===== config.mk =====
export PLATFORM = sky130hd
export DESIGN_NAME = qpu_exu_wbck_arb_flat
export DESIGN_NICKNAME = d
export VERILOG_FILES = /design/src/rtl/qpu_exu_wbck_arb_pkg.sv /design/src/rtl/qpu_exu_wbck_arb_if.sv /design/src/rtl/qpu_wbck_fifo.sv /design/src/rtl/qpu_exu_wbck_arb.sv /design/src/flat_wrapper.sv
export SDC_FILE = /design/constraint.sdc
export NUM_CORES = 1
export LEC_CHECK = 0
export CAP_MARGIN = 20
export CORE_MARGIN = 3
export CORE_UTILIZATION = 37
export DETAILED_ROUTE_END_ITERATION = 6
export GPL_ROUTABILITY_DRIVEN = 0
export PLACE_DENSITY_LB_ADDON = 0.25
export SYNTH_ARGS = -nofsm -noshare
export SYNTH_HDL_FRONTEND = slang
export SYNTH_SLANG_ARGS = --single-unit
export TNS_END_PERCENT = 5

===== constraint.sdc =====
create_clock -name clk -period 5.9 [get_ports clk]
set_input_delay 1.77 -clock clk [delete_from_list [all_inputs] [get_ports clk]]
set_output_delay 1.77 -clock clk [all_outputs]
set_load 0.02 [all_outputs]

===== src/rtl/qpu_exu_wbck_arb_pkg.sv =====
// qpu_exu_wbck_arb_pkg
//  Shared constants and helpers for the EXU write-back arbiter:
//   - default starvation threshold and time/event queue depth
//   - clog2 helper (elaboration-time)
//   - time/event queue entry width: {t, e, time, evw, oprand}
package qpu_exu_wbck_arb_pkg;

  localparam int STARVE_MAX_DEF = 4;
  localparam int WQ_DEPTH_DEF   = 2;

  function automatic int clog2(input int v);
    int r;
    r = 0;
    for (int i = 0; i < 31; i++)
      if ((1 << i) < v) r = i + 1;
    return r;
  endfunction

  // two flag bits (t, e) plus the three payload fields
  function automatic int wq_ent_w(input int tw, input int ew, input int en);
    return tw + ew + en + 2;
  endfunction

endpackage


===== src/rtl/qpu_exu_wbck_arb_if.sv =====
// qpu_exu_wbck_arb_if
//  Bundles every write-back signal of the arbiter.
//  slave  : the arbiter side (takes requests, drives CRF/TRF/ERF/TIQ/EVQ writes)
//  master : the environment side (ALU/long-pipe sources and the downstream sinks)
//  Classical: cwbck_i_valid/ready/data/rdidx (NSRC sources, packed), crf_wbck_o_*
//  Time/event: alu_twbck_i_*, alu_ewbck_i_*, alu_tewbck_i_ready,
//              trf/erf/tiq/evq_wbck_o_*, tiq_wbck_o_ready, evq_wbck_o_ready
interface qpu_exu_wbck_arb_if #(
  parameter int NSRC    = 2,
  parameter int XLEN    = 32,
  parameter int RFIDX_W = 5,
  parameter int TIME_W  = 32,
  parameter int EVW_W   = 32,
  parameter int EVN     = 8
);
  logic [NSRC-1:0]         cwbck_i_valid;
  logic [NSRC-1:0]         cwbck_i_ready;
  logic [NSRC*XLEN-1:0]    cwbck_i_data;
  logic [NSRC*RFIDX_W-1:0] cwbck_i_rdidx;

  logic                    alu_twbck_i_valid;
  logic [TIME_W-1:0]       alu_twbck_i_data;
  logic                    alu_ewbck_i_valid;
  logic [EVW_W-1:0]        alu_ewbck_i_data;
  logic [EVN-1:0]          alu_ewbck_i_oprand;
  logic                    alu_tewbck_i_ready;

  logic                    crf_wbck_o_ena;
  logic [XLEN-1:0]         crf_wbck_o_data;
  logic [RFIDX_W-1:0]      crf_wbck_o_rdidx;
  logic                    trf_wbck_o_ena;
  logic [TIME_W-1:0]       trf_wbck_o_data;
  logic                    erf_wbck_o_ena;
  logic [EVW_W-1:0]        erf_wbck_o_data;
  logic [EVN-1:0]          erf_wbck_o_oprand;
  logic                    tiq_wbck_o_ena;
  logic [TIME_W-1:0]       tiq_wbck_o_data;
  logic                    tiq_wbck_o_ready;
  logic                    evq_wbck_o_ena;
  logic                    evq_wbck_o_ready;

  modport slave (
    input  cwbck_i_valid, cwbck_i_data, cwbck_i_rdidx,
    output cwbck_i_ready,
    input  alu_twbck_i_valid, alu_twbck_i_data,
    input  alu_ewbck_i_valid, alu_ewbck_i_data, alu_ewbck_i_oprand,
    output alu_tewbck_i_ready,
    output crf_wbck_o_ena, crf_wbck_o_data, crf_wbck_o_rdidx,
    output trf_wbck_o_ena, trf_wbck_o_data,
    output erf_wbck_o_ena, erf_wbck_o_data, erf_wbck_o_oprand,
    output tiq_wbck_o_ena, tiq_wbck_o_data, evq_wbck_o_ena,
    input  tiq_wbck_o_ready, evq_wbck_o_ready
  );

  modport master (
    output cwbck_i_valid, cwbck_i_data, cwbck_i_rdidx,
    input  cwbck_i_ready,
    output alu_twbck_i_valid, alu_twbck_i_data,
    output alu_ewbck_i_valid, alu_ewbck_i_data, alu_ewbck_i_oprand,
    input  alu_tewbck_i_ready,
    input  crf_wbck_o_ena, crf_wbck_o_data, crf_wbck_o_rdidx,
    input  trf_wbck_o_ena, trf_wbck_o_data,
    input  erf_wbck_o_ena, erf_wbck_o_data, erf_wbck_o_oprand,
    input  tiq_wbck_o_ena, tiq_wbck_o_data, evq_wbck_o_ena,
    output tiq_wbck_o_ready, evq_wbck_o_ready
  );
endinterface


===== src/rtl/qpu_wbck_fifo.sv =====
// qpu_wbck_fifo
//  DEPTH-entry (power of two) valid/ready FIFO with async-reset pointers.
//  Pointers carry one extra wrap bit so full/empty are told apart.
//  A push is accepted when full if a pop happens in the same cycle.
//  Ports: clk, rst_n, in_valid_i/in_ready_o/in_data_i, out_valid_o/out_ready_i/out_data_o
module qpu_wbck_fifo
  import qpu_exu_wbck_arb_pkg::*;
#(
  parameter int DW    = 8,
  parameter int DEPTH = 2
) (
  input  logic          clk,
  input  logic          rst_n,
  input  logic          in_valid_i,
  output logic          in_ready_o,
  input  logic [DW-1:0] in_data_i,
  output logic          out_valid_o,
  input  logic          out_ready_i,
  output logic [DW-1:0] out_data_o
);
  localparam int AW = clog2(DEPTH);

  logic [DEPTH-1:0][DW-1:0] mem_q;
  logic [AW:0]              wr_q, rd_q;
  logic                     empty, full, push, pop;

  assign empty       = (wr_q == rd_q);
  assign full        = (wr_q[AW] != rd_q[AW]) && (wr_q[AW-1:0] == rd_q[AW-1:0]);
  assign out_valid_o = ~empty;
  assign out_data_o  = mem_q[rd_q[AW-1:0]];
  // a pop in the same cycle frees the head slot before the push lands
  assign in_ready_o  = ~full | out_ready_i;
  assign push        = in_valid_i & in_ready_o;
  assign pop         = out_valid_o & out_ready_i;

  always_ff @(posedge clk or negedge rst_n) begin
    if (!rst_n) begin
      wr_q <= '0;
      rd_q <= '0;
    end else begin
      if (push) wr_q <= wr_q + 1'b1;
      if (pop)  rd_q <= rd_q + 1'b1;
    end
  end

  always_ff @(posedge clk) begin
    if (push) mem_q[wr_q[AW-1:0]] <= in_data_i;
  end
endmodule


===== src/rtl/qpu_exu_wbck_arb.sv =====
// qpu_exu_wbck_arb
//  EXU write-back arbiter.
//  Classical path: NSRC sources share the CRF write port; fixed priority (0 highest)
//  with per-source wait counters that force a grant after STARVE_MAX waiting cycles.
//  Time/event path: WQ_DEPTH-entry queue toward TRF/ERF/TIQ/EVQ.
//  Optional macro QPU_WBCK_BYPASS_EN: an entry arriving at an empty queue with
//  TIQ/EVQ ready goes straight to the outputs in the same cycle.
//  Ports: clk, rst_n (async active-low), bus (qpu_exu_wbck_arb_if.slave)
module qpu_exu_wbck_arb
  import qpu_exu_wbck_arb_pkg::*;
#(
  parameter int NSRC       = 2,
  parameter int XLEN       = 32,
  parameter int RFIDX_W    = 5,
  parameter int TIME_W     = 32,
  parameter int EVW_W      = 32,
  parameter int EVN        = 8,
  parameter int STARVE_MAX = STARVE_MAX_DEF,
  parameter int WQ_DEPTH   = WQ_DEPTH_DEF
) (
  input  logic               clk,
  input  logic               rst_n,
  qpu_exu_wbck_arb_if.slave  bus
);
  localparam int CW = clog2(STARVE_MAX + 1);
  localparam int EW = wq_ent_w(TIME_W, EVW_W, EVN);
  localparam logic [CW-1:0] CMAX = CW'(STARVE_MAX);

  // ---------------- classical path ----------------
  logic [NSRC-1:0][CW-1:0] wait_q, wait_d;
  logic [NSRC-1:0]         gnt;
  logic                    hit;
  logic [XLEN-1:0]         crf_data;
  logic [RFIDX_W-1:0]      crf_idx;

  always_comb begin
    gnt = '0;
    hit = 1'b0;
    // starved sources first, then plain fixed priority
    for (int k = 0; k < NSRC; k++)
      if (!hit && bus.cwbck_i_valid[k] && wait_q[k] == CMAX) begin
        gnt[k] = 1'b1;
        hit    = 1'b1;
      end
    for (int k = 0; k < NSRC; k++)
      if (!hit && bus.cwbck_i_valid[k]) begin
        gnt[k] = 1'b1;
        hit    = 1'b1;
      end
    if (!rst_n) gnt = '0;
  end

  always_comb begin
    for (int k = 0; k < NSRC; k++) begin
      if (!bus.cwbck_i_valid[k] || gnt[k]) wait_d[k] = '0;
      else if (wait_q[k] != CMAX)          wait_d[k] = wait_q[k] + 1'b1;
      else                                 wait_d[k] = wait_q[k];
    end
  end

  always_ff @(posedge clk or negedge rst_n) begin
    if (!rst_n) wait_q <= '0;
    else        wait_q <= wait_d;
  end

  always_comb begin
    crf_data = '0;
    crf_idx  = '0;
    for (int k = 0; k < NSRC; k++)
      if (gnt[k]) begin
        crf_data = bus.cwbck_i_data[k*XLEN +: XLEN];
        crf_idx  = bus.cwbck_i_rdidx[k*RFIDX_W +: RFIDX_W];
      end
  end

  assign bus.cwbck_i_ready    = gnt;
  assign bus.crf_wbck_o_ena   = |gnt;
  assign bus.crf_wbck_o_data  = crf_data;
  assign bus.crf_wbck_o_rdidx = crf_idx;

  // ---------------- time/event path ----------------
  // entry layout {t, e, time, evw, oprand}
  localparam int OP_LO = 0;
  localparam int EV_LO = EVN;
  localparam int TM_LO = EVN + EVW_W;

  logic          te_vld, sink_rdy, fire, byp;
  logic          fifo_in_vld, fifo_in_rdy, fifo_out_vld;
  logic [EW-1:0] te_ent, head, out_ent;

  assign te_vld   = bus.alu_twbck_i_valid | bus.alu_ewbck_i_valid;
  assign sink_rdy = bus.tiq_wbck_o_ready & bus.evq_wbck_o_ready;
  assign te_ent   = {bus.alu_twbck_i_valid, bus.alu_ewbck_i_valid, bus.alu_twbck_i_data,
                     bus.alu_ewbck_i_data, bus.alu_ewbck_i_oprand};

`ifdef QPU_WBCK_BYPASS_EN
  assign byp = rst_n & te_vld & ~fifo_out_vld & sink_rdy;
`else
  assign byp = 1'b0;
`endif

  assign fifo_in_vld = te_vld & ~byp;

  qpu_wbck_fifo #(.DW(EW), .DEPTH(WQ_DEPTH)) u_fifo (
    .clk        (clk),
    .rst_n      (rst_n),
    .in_valid_i (fifo_in_vld),
    .in_ready_o (fifo_in_rdy),
    .in_data_i  (te_ent),
    .out_valid_o(fifo_out_vld),
    .out_ready_i(sink_rdy),
    .out_data_o (head)
  );

  assign out_ent = byp ? te_ent : head;
  assign fire    = rst_n & (byp | (fifo_out_vld & sink_rdy));

  assign bus.alu_tewbck_i_ready = rst_n & fifo_in_rdy;
  // every stored entry has t or e set, so this is the plain pop strobe
  assign bus.erf_wbck_o_ena     = fire & (out_ent[EW-1] | out_ent[EW-2]);
  assign bus.trf_wbck_o_ena     = fire & out_ent[EW-1];
  assign bus.tiq_wbck_o_ena     = fire & out_ent[EW-1];
  assign bus.evq_wbck_o_ena     = fire & out_ent[EW-1];
  assign bus.trf_wbck_o_data    = fire ? out_ent[TM_LO +: TIME_W] : '0;
  assign bus.tiq_wbck_o_data    = fire ? out_ent[TM_LO +: TIME_W] : '0;
  assign bus.erf_wbck_o_data    = fire ? out_ent[EV_LO +: EVW_W]  : '0;
  assign bus.erf_wbck_o_oprand  = fire ? out_ent[OP_LO +: EVN]    : '0;
endmodule

===== src/flat_wrapper.sv =====
// flat-port wrapper written by rule: the top's interface ports become plain ports
module qpu_exu_wbck_arb_flat import qpu_exu_wbck_arb_pkg::*;
#(
  parameter int NSRC       = 2,
  parameter int XLEN       = 32,
  parameter int RFIDX_W    = 5,
  parameter int TIME_W     = 32,
  parameter int EVW_W      = 32,
  parameter int EVN        = 8,
  parameter int STARVE_MAX = STARVE_MAX_DEF,
  parameter int WQ_DEPTH   = WQ_DEPTH_DEF
)
  (clk, rst_n, bus_cwbck_i_valid, bus_cwbck_i_data, bus_cwbck_i_rdidx, bus_cwbck_i_ready, bus_alu_twbck_i_valid, bus_alu_twbck_i_data, bus_alu_ewbck_i_valid, bus_alu_ewbck_i_data, bus_alu_ewbck_i_oprand, bus_alu_tewbck_i_ready, bus_crf_wbck_o_ena, bus_crf_wbck_o_data, bus_crf_wbck_o_rdidx, bus_trf_wbck_o_ena, bus_trf_wbck_o_data, bus_erf_wbck_o_ena, bus_erf_wbck_o_data, bus_erf_wbck_o_oprand, bus_tiq_wbck_o_ena, bus_tiq_wbck_o_data, bus_evq_wbck_o_ena, bus_tiq_wbck_o_ready, bus_evq_wbck_o_ready);
  qpu_exu_wbck_arb_if #(.NSRC(NSRC), .XLEN(XLEN), .RFIDX_W(RFIDX_W), .TIME_W(TIME_W), .EVW_W(EVW_W), .EVN(EVN)) bus_i ();
  input  logic clk;
  input  logic rst_n;
  input wire logic [$bits(bus_i.cwbck_i_valid)-1:0] bus_cwbck_i_valid;
  input wire logic [$bits(bus_i.cwbck_i_data)-1:0] bus_cwbck_i_data;
  input wire logic [$bits(bus_i.cwbck_i_rdidx)-1:0] bus_cwbck_i_rdidx;
  output wire logic [$bits(bus_i.cwbck_i_ready)-1:0] bus_cwbck_i_ready;
  input wire logic [$bits(bus_i.alu_twbck_i_valid)-1:0] bus_alu_twbck_i_valid;
  input wire logic [$bits(bus_i.alu_twbck_i_data)-1:0] bus_alu_twbck_i_data;
  input wire logic [$bits(bus_i.alu_ewbck_i_valid)-1:0] bus_alu_ewbck_i_valid;
  input wire logic [$bits(bus_i.alu_ewbck_i_data)-1:0] bus_alu_ewbck_i_data;
  input wire logic [$bits(bus_i.alu_ewbck_i_oprand)-1:0] bus_alu_ewbck_i_oprand;
  output wire logic [$bits(bus_i.alu_tewbck_i_ready)-1:0] bus_alu_tewbck_i_ready;
  output wire logic [$bits(bus_i.crf_wbck_o_ena)-1:0] bus_crf_wbck_o_ena;
  output wire logic [$bits(bus_i.crf_wbck_o_data)-1:0] bus_crf_wbck_o_data;
  output wire logic [$bits(bus_i.crf_wbck_o_rdidx)-1:0] bus_crf_wbck_o_rdidx;
  output wire logic [$bits(bus_i.trf_wbck_o_ena)-1:0] bus_trf_wbck_o_ena;
  output wire logic [$bits(bus_i.trf_wbck_o_data)-1:0] bus_trf_wbck_o_data;
  output wire logic [$bits(bus_i.erf_wbck_o_ena)-1:0] bus_erf_wbck_o_ena;
  output wire logic [$bits(bus_i.erf_wbck_o_data)-1:0] bus_erf_wbck_o_data;
  output wire logic [$bits(bus_i.erf_wbck_o_oprand)-1:0] bus_erf_wbck_o_oprand;
  output wire logic [$bits(bus_i.tiq_wbck_o_ena)-1:0] bus_tiq_wbck_o_ena;
  output wire logic [$bits(bus_i.tiq_wbck_o_data)-1:0] bus_tiq_wbck_o_data;
  output wire logic [$bits(bus_i.evq_wbck_o_ena)-1:0] bus_evq_wbck_o_ena;
  input wire logic [$bits(bus_i.tiq_wbck_o_ready)-1:0] bus_tiq_wbck_o_ready;
  input wire logic [$bits(bus_i.evq_wbck_o_ready)-1:0] bus_evq_wbck_o_ready;
  assign bus_i.cwbck_i_valid = bus_cwbck_i_valid;
  assign bus_i.cwbck_i_data = bus_cwbck_i_data;
  assign bus_i.cwbck_i_rdidx = bus_cwbck_i_rdidx;
  assign bus_cwbck_i_ready = bus_i.cwbck_i_ready;
  assign bus_i.alu_twbck_i_valid = bus_alu_twbck_i_valid;
  assign bus_i.alu_twbck_i_data = bus_alu_twbck_i_data;
  assign bus_i.alu_ewbck_i_valid = bus_alu_ewbck_i_valid;
  assign bus_i.alu_ewbck_i_data = bus_alu_ewbck_i_data;
  assign bus_i.alu_ewbck_i_oprand = bus_alu_ewbck_i_oprand;
  assign bus_alu_tewbck_i_ready = bus_i.alu_tewbck_i_ready;
  assign bus_crf_wbck_o_ena = bus_i.crf_wbck_o_ena;
  assign bus_crf_wbck_o_data = bus_i.crf_wbck_o_data;
  assign bus_crf_wbck_o_rdidx = bus_i.crf_wbck_o_rdidx;
  assign bus_trf_wbck_o_ena = bus_i.trf_wbck_o_ena;
  assign bus_trf_wbck_o_data = bus_i.trf_wbck_o_data;
  assign bus_erf_wbck_o_ena = bus_i.erf_wbck_o_ena;
  assign bus_erf_wbck_o_data = bus_i.erf_wbck_o_data;
  assign bus_erf_wbck_o_oprand = bus_i.erf_wbck_o_oprand;
  assign bus_tiq_wbck_o_ena = bus_i.tiq_wbck_o_ena;
  assign bus_tiq_wbck_o_data = bus_i.tiq_wbck_o_data;
  assign bus_evq_wbck_o_ena = bus_i.evq_wbck_o_ena;
  assign bus_i.tiq_wbck_o_ready = bus_tiq_wbck_o_ready;
  assign bus_i.evq_wbck_o_ready = bus_evq_wbck_o_ready;
  qpu_exu_wbck_arb #(.NSRC(NSRC), .XLEN(XLEN), .RFIDX_W(RFIDX_W), .TIME_W(TIME_W), .EVW_W(EVW_W), .EVN(EVN), .STARVE_MAX(STARVE_MAX), .WQ_DEPTH(WQ_DEPTH)) u_core (.clk(clk), .rst_n(rst_n), .bus(bus_i));
endmodule

==> summary.md <==
| Metric | Value |
|---|---|
| Post-synthesis register bit count | `158` |
| Total Power | `4.35 mW` |
| Inserted Clock Buffers | `17` |
| Netlist Area Pre-Place | `7150 sq um` |
| Path type of the worst setup path | `input pin to output pin` |
| Post-synth EDFFs | `148` |
| Reg clk slew, reported paths | `0.06 ns` |
| DR vias | `5139` |
| Initial core utilization | `38.0%` |
| Max-cap violations | `0` |
| Switching power | `1.41 mW` |
| Post-synthesis instance total | `541` |
| Logic gate share of total power | `31.3%` |
| Delay-heaviest family, CP | `buffers and inverters` |
| Synth top area cells | `edfxtp_1, mux2i_1, nand3_1` |
| Vias per cell | `4.77` |
| Avg Cell Area, Syn | `13.2 sq um` |
| CORE AREA | `18800 sq um` |
| Worst setup margin | `0.262 ns` |
| Actual slew at the worst max-slew pin | `0.695 ns` |
| Drt total wl | `18400 um` |
| Tightest Hold Check Type | `flip-flop to flip-flop` |
| DR pass1 iterations | `6` |
| P_int | `2.94 mW` |
| Post-CTS setup buffers | `0` |
| Post-cts hold buffer count | `0` |
| Top Ports | `303` |
| Hold path depth | `1` |
| Worst-Skew Late Latency | `0.42 ns` |
| First-pass GRT wire length | `29400 um` |
| FFs w/ async S/R, synth | `6.33%` |
| Maximum fanout along the worst path | `39` |
| Slowest-stage cell, CP | `clkdlybuf4s50_1` |
| Required @ worst endpoint | `4.13 ns` |
| Post-cts resize count | `0` |
| CTS tree | `yes` |
| Pin count of the biggest net entering global routing | `76` |
| Final period utilization | `95.6%` |
| Routed len/inst | `17.1 um` |
| Initial antenna violation count | `0` |
| Overall Global Routing Usage | `17.5%` |
| Antenna Cells | `0` |
| Max Fclk | `177 MHz` |
| Leakage | `3.89 nW` |
| Switching portion of total power | `32.4%` |
| Crit path cell chain | `clkdlybuf4s50_1 -> nand2_1 -> a21oi_2 -> nand2_2 -> buf_4 -> nor2_1 -> clkdlybuf4s50_1` |
| Layout cells sized above 1 | `6.61%` |
| Synth unique cells | `29` |
| H-tree levels | `4` |
| Buf/Inv on CP | `3` |
| Cell repeated most along the worst path | `clkdlybuf4s50_1` |
| Final setup fails | `0` |
| Initial DRC Count | `193` |
| Predominant post-synthesis flop cell | `edfxtp_1` |
| R2r worst-path depth | `5` |
| Worst VDD drop | `0.247 mV` |
| Crit path arrival time | `3.87 ns` |
| Fin. Hold Viols | `0` |
| Placement Setup Slack | `0.230 ns` |
| Number of core rows | `50` |
| Yosys warning total | `0` |
| Synth top cells by count | `edfxtp_1, nor2_1, nand3_1, mux2i_1` |
| Crit end category | `output pin` |
| Post-layout nets | `962` |
| Port Buffers | `302` |
| Top-count cell post-synth | `edfxtp_1` |
| Setup TNS Final | `0 ns` |
| Max Root-Sink Buffers | `2` |
| Pwr/cell area | `404 nW/um^2` |
| Status | `completed` |
| CTS Sinks | `158` |
| Final min period | `5.64 ns` |
| DRC Markers | `0` |
| GR Overflow Total | `0` |
| Synth area leader | `edfxtp_1` |
| RSZ-0062 raised after global routing | `no` |
| Vias in the first global route | `5551` |
| Final Skew | `0.0105 ns` |
| Max stage delay on crit path | `0.67 ns` |
| Post-synth top area share | `62.2%` |
| Clock power frac | `24.9%` |
| Synth-to-Final Area Change | `50.8%` |
| Post-route ant nets | `0` |
| Sequential Power Share | `43.8%` |
| Chip Height | `145 um` |
| Die Wd | `145 um` |
| Die ar. | `21000 sq um` |
| Post-DP HPWL | `13000 um` |
| Type of element launching the critical path | `input pin` |
| Final Util | `57.2%` |
| Net Count, Synth | `699` |
| Crit path depth | `7` |
| Slew Limit Headroom | `53.6%` |
| Final Max Tran Viols | `0` |
| CTS root buf | `clkbuf_16` |
| Post-synthesis sequential area ratio | `65.7%` |
-- worst register-to-register path: cells and delay by family, from the launching register on --
| family | cells | cell delay [ns] |
|---|---|---|
| flops | 1 | 0.85 |
| compound gates | 1 | 0.22 |
| simple gates | 2 | 0.32 |
| buf+inv | 1 | 0.47 |
| xor+xnor | 1 | 0.22 |
-- logic make-up after synthesis --
kind of cell | count (synthesis) | synth area share [%]
simple gates | 175 | 10.7
flops | 158 | 65.7
buf+inv | 75 | 6.63
mux | 73 | 10.2
compound gates | 47 | 4.92
xor+xnor | 9 | 1.10
fa+ha+maj | 4 | 0.700
-- final cells by class --
class                           count  area, sq um
Inverter                            4         15.0
Multi-Input combinational cell    308         2000
Tap cell                          260          325
Timing Repair Buffer              315         3150
Clock inverter                     14          164
Fill cell                        1522         8050
Sequential cell                   158         4700
Clock buffer                       18          429
-- power by group through the flow --
stage	logic (mW)	registers [mW]	clock network [mW]
after global routing	1.47	1.95	1.17
after CTS	1.37	1.92	1.12
final	1.36	1.91	1.08
after global placement	1.34	1.92	0
after floorplan	0.909	1.88	0
after detailed placement	1.36	1.94	0
-- final timing paths --
path                                       start                 endpoint  slack (ns)
setup / recovery            bus_evq_wbck_o_ready       bus_trf_wbck_o_ena        0.26
hold / removal             u_core.u_fifo.wr_q[1]    u_core.u_fifo.wr_q[1]        0.53
setup reg to reg           u_core.u_fifo.rd_q[0]  u_core.u_fifo.mem_q[65]        3.44
hold reg to reg            u_core.u_fifo.wr_q[1]    u_core.u_fifo.wr_q[1]        0.53
max in group asynchronous                  rst_n    u_core.u_fifo.rd_q[0]        3.70
min in group asynchronous                  rst_n    u_core.u_fifo.rd_q[0]        1.84
-- registers in the layout, indices dropped and copies added (netlist names) --
register / count
u_core.u_fifo.mem_q: 148
u_core.u_fifo.rd_q: 2
u_core.u_fifo.wr_q: 2
u_core.wait_q: 6
-- per-stage QoR --
step                instance area (sq um)  hold WS (ns)  cells
floorplan                            7150         0.498    541
global route                        10800         0.549   1077
global placement                    10200         0.513   1044
CTS                                 10800         0.529   1076
finish                              10800         0.530   1077
detailed placement                  10200         0.518   1044
-- cells in the final DEF (no fill, tap or decap), types with 6 or more instances in the layout --
cell,synthesis,final
dfrtp_1,10,9
mux2i_1,73,73
a21boi_0,36,36
buf_4,36,13
nor2_1,81,80
nand2_1,10,9
nand3_1,76,76
clkbuf_16,0,17
xnor2_1,6,6
edfxtp_1,148,148
inv_8,0,6
clkdlybuf4s50_1,0,300
-- metal layers --
layer  routed length [um]  global-route usage, %  vias up
met4                  295                   5.32        0
met3                 1340                   5.75       23
li1                     -                      -     2464
met1                 7270                   19.5     2423
met2                 9470                   31.8      229
met5                    0                      0        -
No activity file was read; power rests on OpenSTA's default activity.
